File: src/rtl/gate_tester_pkg.sv
// Shared definitions for the two-input gate tester: FSM encoding, common
// truth tables and a saturating counter helper.
package gate_tester_pkg;

    typedef enum logic [1:0] {
        ST_IDLE = 2'd0,
        ST_RUN  = 2'd1,
        ST_DONE = 2'd2
    } state_t;

    // Truth tables are indexed by {A,B}
    localparam logic [3:0] TT_AND  = 4'b1000;
    localparam logic [3:0] TT_OR   = 4'b1110;
    localparam logic [3:0] TT_NAND = 4'b0111;
    localparam logic [3:0] TT_NOR  = 4'b0001;
    localparam logic [3:0] TT_XOR  = 4'b0110;
    localparam logic [3:0] TT_XNOR = 4'b1001;

    function automatic logic [7:0] sat_inc8(input logic [7:0] v);
        return (v == 8'hFF) ? v : v + 8'd1;
    endfunction

endpackage

File: src/rtl/gate_tester_settle_counter.sv
// Loadable down-counter timing one vector window; expire marks the compare
// edge and the counter reloads itself so consecutive windows run back to back.
module settle_counter #(
    parameter int WIDTH = 8
) (
    input  logic             clk,
    input  logic             rst_n,
    input  logic             load,
    input  logic             en,
    input  logic [WIDTH-1:0] load_val,
    output logic             expire
);

    logic [WIDTH-1:0] count_q;
    logic [WIDTH-1:0] count_d;

    assign expire = en && !load && (count_q == '0);

    always_comb begin
        count_d = count_q;
        if (load) begin
            count_d = load_val;
        end else if (en) begin
            count_d = (count_q == '0) ? load_val : count_q - 1'b1;
        end
    end

    always_ff @(posedge clk) begin
        if (!rst_n) begin
            count_q <= '0;
        end else begin
            count_q <= count_d;
        end
    end

endmodule

File: src/rtl/gate_tester.sv
// Sweeps {A,B} through all four vectors PASSES times, compares the gate output
// Y against TRUTH at the end of each settle window and reports the outcome.
module gate_tester
    import gate_tester_pkg::*;
#(
    parameter logic [3:0] TRUTH  = TT_AND,
    parameter int         SETTLE = 2,
    parameter int         PASSES = 1
) (
    input  logic       clk,
    input  logic       rst_n,
    input  logic       start,
    output logic       A,
    output logic       B,
    input  logic       Y,
    output logic       busy,
    output logic       done,
    output logic       pass,
    output logic [3:0] fail_vec,
    output logic [7:0] err_count
);

    localparam logic [7:0] SETTLE_LD = 8'(SETTLE);
    localparam logic [5:0] LAST_PASS = 6'(PASSES - 1);

    state_t      state_q, state_d;
    logic [1:0]  vec_q, vec_d;
    logic        busy_q, busy_d;
    logic        done_q, done_d;
    logic        pass_q, pass_d;
    logic [3:0]  fail_vec_q, fail_vec_d;
    logic [7:0]  err_count_q, err_count_d;
    logic [5:0]  pass_cnt_q, pass_cnt_d;

    logic accept;
    logic run_en;
    logic expire;
    logic mismatch;
    logic last_cmp;

    assign accept   = (state_q == ST_IDLE) && start;
    assign run_en   = (state_q == ST_RUN);
    assign mismatch = (Y != TRUTH[vec_q]);
    assign last_cmp = expire && (vec_q == 2'd3) && (pass_cnt_q == LAST_PASS);

    settle_counter #(
        .WIDTH(8)
    ) u_settle (
        .clk      (clk),
        .rst_n    (rst_n),
        .load     (accept),
        .en       (run_en),
        .load_val (SETTLE_LD),
        .expire   (expire)
    );

    always_ff @(posedge clk) begin
        if (!rst_n) begin
            state_q <= ST_IDLE;
        end else begin
            state_q <= state_d;
        end
    end

    always_comb begin
        state_d = state_q;
        case (state_q)
            ST_IDLE: if (start) state_d = ST_RUN;
            ST_RUN:  if (last_cmp) state_d = ST_DONE;
            ST_DONE: state_d = ST_IDLE;
            default: state_d = ST_IDLE;
        endcase
    end

    always_comb begin
        vec_d       = vec_q;
        busy_d      = busy_q;
        done_d      = 1'b0;
        pass_d      = pass_q;
        fail_vec_d  = fail_vec_q;
        err_count_d = err_count_q;
        pass_cnt_d  = pass_cnt_q;
        case (state_q)
            ST_IDLE: begin
                if (start) begin
                    busy_d      = 1'b1;
                    vec_d       = 2'd0;
                    fail_vec_d  = 4'd0;
                    err_count_d = 8'd0;
                    pass_d      = 1'b0;
                    pass_cnt_d  = 6'd0;
                end
            end
            ST_RUN: begin
                if (expire) begin
                    if (mismatch) begin
                        fail_vec_d[vec_q] = 1'b1;
                        err_count_d       = sat_inc8(err_count_q);
                    end
                    vec_d = vec_q + 2'd1;
                    if (vec_q == 2'd3) pass_cnt_d = pass_cnt_q + 6'd1;
                    // Final compare still counts toward pass, hence fail_vec_d
                    if (last_cmp) begin
                        busy_d = 1'b0;
                        done_d = 1'b1;
                        vec_d  = 2'd0;
                        pass_d = (fail_vec_d == 4'd0);
                    end
                end
            end
            default: ;
        endcase
    end

    always_ff @(posedge clk) begin
        if (!rst_n) begin
            vec_q       <= 2'd0;
            busy_q      <= 1'b0;
            done_q      <= 1'b0;
            pass_q      <= 1'b0;
            fail_vec_q  <= 4'd0;
            err_count_q <= 8'd0;
            pass_cnt_q  <= 6'd0;
        end else begin
            vec_q       <= vec_d;
            busy_q      <= busy_d;
            done_q      <= done_d;
            pass_q      <= pass_d;
            fail_vec_q  <= fail_vec_d;
            err_count_q <= err_count_d;
            pass_cnt_q  <= pass_cnt_d;
        end
    end

    assign A         = vec_q[1];
    assign B         = vec_q[0];
    assign busy      = busy_q;
    assign done      = done_q;
    assign pass      = pass_q;
    assign fail_vec  = fail_vec_q;
    assign err_count = err_count_q;

endmodule

File: config.mk
export PLATFORM = sky130hd
export DESIGN_NAME = gate_tester
export DESIGN_NICKNAME = d
export VERILOG_FILES = /design/src/rtl/gate_tester_pkg.sv /design/src/rtl/gate_tester_settle_counter.sv /design/src/rtl/gate_tester.sv
export SDC_FILE = /design/constraint.sdc
export NUM_CORES = 1
export LEC_CHECK = 0
export ABC_CLOCK_PERIOD_IN_PS = 5500
export CAP_MARGIN = 20
export CORE_MARGIN = 4
export CORE_UTILIZATION = 35
export DETAILED_ROUTE_END_ITERATION = 7
export GPL_TIMING_DRIVEN = 0
export PLACE_DENSITY = 0.64
export SYNTH_ARGS = -nofsm -noshare
export SYNTH_HDL_FRONTEND = slang
export SYNTH_HIERARCHICAL = 1
export SYNTH_SLANG_ARGS = --single-unit
File: constraint.sdc
create_clock -name clk -period 5.5 [get_ports clk]
set_input_delay 0.825 -clock clk [delete_from_list [all_inputs] [get_ports clk]]
set_output_delay 0.825 -clock clk [all_outputs]
set_load 0.005 [all_outputs]
==> results list <==
* Net switching power of the design: 0.1626 mW
- The count of buffers added on input and output ports is 20.
- Count of unresolved DRC violations after routing: 0
- Total global routing track utilization: 13.38%
- In this run, synthesis inferred 0 flip-flops with an integrated enable.
- Total gr overflow: 0
- After detailed routing, the average wire length per cell comes to 12.06 um.
- Number of library cell types mapped by synthesis: 57
* Area of the core region: 5107 um^2
- DP Wirelength: 2902 um
- Vias per std cell: 5.037
* Total negative slack for setup checks: 0 ns
- Antenna fix cells: 0
- Summed over all instances, the cell type with the most area after synthesis is sky130_fd_sc_hd__dfxtp_1.
* Slew at the pin closest to its max-slew limit: 0.7334 ns
* Part of the power in combinational logic: 18.6%
- In the final layout, the share of cells above drive strength 1 is 9.091%.
- Fmax: 261.7 MHz
- Maximum number of pins on one net before global-route repair: 13
- Clock skew after layout: 0.008330 ns
- Gate count of the mapped netlist: 216
- Area of the die: 6511 um^2
- The number of cells on the worst reg-to-reg path is 12.
* Design internal power: 0.3785 mW
- Leakage power: 0.8756 nW
* Count of TritonRoute iterations in the first routing pass: 4
- In the finished design, the share of the clock period the worst path needs comes to 69.48%.
- The worst path in the final design needs a cycle of 3.821 ns, including I/O delays and setup.
- Vias in the first global route: 1546
- Number of placed I/O pins: 21
* Endpoint class of the critical path: flop
- Yosys reg bits: 33
- Fraction of power spent switching nets: 30.05%
* Cell area after synthesis: 1849 um^2
- Required time reported for the critical path endpoint: 5.68 ns
- Async set-or-reset flop fraction in the synthesized netlist: 0%
- Sorting the synthesized cells by area gives the leading types as sky130_fd_sc_hd__dfxtp_1 (36%), sky130_fd_sc_hd__ha_1 (6.8%), sky130_fd_sc_hd__nand2_1 (3.9%).
- RR Endpoint: pass
- The congestion estimate from routability-driven global placement came to 0.7671.
- In this run the clock root is driven by a sky130_fd_sc_hd__clkbuf_8.
* Top fanout value on the critical path: 10
- Critical path startpoint category: primary input
- Number of filler cells placed in the layout: 513
- Clock tree from TritonCTS: yes
* Initial cell density of the core: 36.21%
* Number of nets in the finished design: 266
- Global-route wire length before repair: 6913 um
- The number of antenna violations at the first check in global routing came to 0.
* Worst reg2reg setup slack: 2.20 ns
- Final Slew Violations: 0
* Number of levels in the clock H-tree: 2
* Share of power burned in registers: 48.3%
- After synthesis, flip-flops and latches occupy 35.72% of the total area.
* Yosys warnings: 6
* Final ANT Viol Nets: 0
- Post-synth top flop: sky130_fd_sc_hd__dfxtp_1
- Floorplan die width: 80.69 um
- Final number of hold-violating endpoints: 0
- VDD sags by at most 0.1081 mV.
- The min-delay analysis places its worst path in the category flop to flop.
- At the later pin of the worst-skew pair, clock insertion delay measures 0.29 ns.
* Setup-violating endpoint count in the final report: 0
* Total chip power: 0.5412 mW
- Initial DRC Count: 108
- Bufs on Longest Clock Path: 2
- Syn-to-layout area delta: 22.06%
- Critical Path AT: 4.00 ns
- Worst hold path depth: 2
* Number of CTS-inserted buffers: 5
- FF-to-FF Start: state_q[0]
* Worst-case hold path end point: pass
- A synthesized cell averages 8.561 um^2.
- Clock Sinks: 33
* Setup CP Type: primary input to flop
* Power density cells: 239.8 nW/um^2
- Outcome: finished clean
* Site Rows: 26
- Measured along the y axis, the die boundary spans 80.69 um.
- The routed design has 3895 um of wire.
- Clock-pin slew was measured on the worst setup and hold paths at 0.07 ns.
- The clock network is responsible for 33.1% of the overall power.
* RSZ-0062 raised after global routing: no
- The detailed router placed 1627 vias in this run.
- Headroom to the max-slew limit came out at 50.66%.
- Top cell type's share of synthesized area: 35.72%
- Hold buffer count at CTS: 0
* Worst Hold Launch: pass
- Reported max-cap violation count: 0
* Post-cts gate resize count: 0
- Post-CTS setup buffer count: 0
==> layer usage <==
metal | vias to the layer above | share of wire, % | global-route usage, %
met5 | - | 0 | 0
met2 | 31 | 46 | 22.43
met1 | 738 | 47 | 16.35
met4 | 0 | 1.4 | 5.574
met3 | 5 | 5.1 | 3.027
li1 | 853 | - | -
==> synth_stat cells, drive strengths merged (3+ instances only) <==
cell type / count
a2111oi: 3
a21oi: 11
a22oi: 5
a31oi: 3
a41oi: 4
and2: 4
and3: 5
clkbuf: 4
dfxtp: 33
ha: 10
inv: 13
mux2i: 3
nand2: 20
nand2b: 3
nand3: 8
nand4: 4
nor2: 15
nor2b: 4
nor4: 4
o21a: 3
o21ai: 18
xor2: 4
==> state kept, by name, summed over array words and instances, names as in the netlist <==
signal and flops:
fail_vec 4, pass 1, err_count 8, u_settle/count_q 8
busy 1, vec_q 2, done 1, pass_cnt_q 6
state_q 2
==> layout make-up <==
| class | count | area, um^2 | share of cell area [%] |
|---|---|---|---|
| flip-flops and latches | 33 | 660.6 | 29.27 |
| repair buffers | 20 | 200.2 | 8.869 |
| multi-input cells | 173 | 1142 | 50.61 |
| inverters | 13 | 48.80 | 2.162 |
| well taps | 70 | 87.58 | 3.880 |
| clock inverters | 3 | 17.52 | 0.7761 |
| plain buffers | 6 | 31.28 | 1.386 |
| clock buffers | 5 | 68.82 | 3.049 |
==> power groups by stage <==
| stage | sequential, mW | combinational, mW | clock (mW) |
|---|---|---|---|
| global route | 0.263 | 0.115 | 0.196 |
| finish | 0.262 | 0.101 | 0.179 |
| global placement | 0.267 | 0.0993 | 0 |
| floorplan | 0.264 | 0.0772 | 0 |
| detailed placement | 0.267 | 0.100 | 0 |
| CTS | 0.261 | 0.101 | 0.187 |
==> stage by stage <==
step                cells  area [um^2]  util (%)  hold slack, ns  setup slack, ns
finish                323         2257     44.19          0.4808            1.679
global route          323         2257     44.19          0.5049            1.344
CTS                   323         2257     44.19          0.4820            1.621
detailed placement    315         2171     42.50          0.4708            1.314
global placement      315         2171     42.50          0.4678            1.294
floorplan             225         1883         -          0.4648            2.335
==> cell usage in the layout, fill, tap and decap left out, drive strengths merged, types with 3 or more instances in the layout <==
cell type,synthesis,layout
dfxtp,33,33
clkdlybuf4s50,0,20
nand2,20,20
o21ai,18,18
nor2,15,15
inv,13,13
a21oi,11,11
conb,2,11
ha,10,10
clkbuf,4,9
nand3,8,8
a22oi,5,5
and3,5,5
nand4,4,4
xor2,4,4
nor4,4,4
a41oi,4,4
nor2b,4,4
and2,4,4
nand2b,3,3
o21a,3,3
a31oi,3,3
mux2i,3,3
a2111oi,3,3
==> worst max path at each step <==
stage,depth (start not counted),to,slack (ns),from
finish,13,pass,1.68,start
global route,13,pass_cnt_q[4],1.34,start
CTS,13,pass,1.62,start
detailed placement,13,pass,1.31,start
global placement,13,pass,1.29,start
floorplan,12,pass,2.33,start
==> critical path, stage by stage <==
cell	delay [ns]
sky130_fd_sc_hd__clkdlybuf4s50_1	0.41
sky130_fd_sc_hd__nand2b_1	0.11
sky130_fd_sc_hd__or2_2	0.11
sky130_fd_sc_hd__clkbuf_1	0.24
sky130_fd_sc_hd__inv_1	0.11
sky130_fd_sc_hd__clkbuf_1	0.22
sky130_fd_sc_hd__clkbuf_1	0.26
sky130_fd_sc_hd__nor4_1	0.70
sky130_fd_sc_hd__nand4b_1	0.16
sky130_fd_sc_hd__or4_4	0.47
sky130_fd_sc_hd__and2_4	0.20
sky130_fd_sc_hd__o211ai_2	0.12
sky130_fd_sc_hd__nand2_1	0.06
==> logic make-up after synthesis <==
logic type	after synthesis	share of synthesized area, %
AO/OA/AOI/OAI	64	23.88
AND/OR/NAND/NOR	80	24.49
flip-flops	33	35.72
XOR/XNOR	5	2.774
adder cells (fa/ha/maj)	10	6.766
multiplexers	3	1.624
other	2	0.4061
buffers and inverters	19	4.330
(Power assumes the default switching activity.)
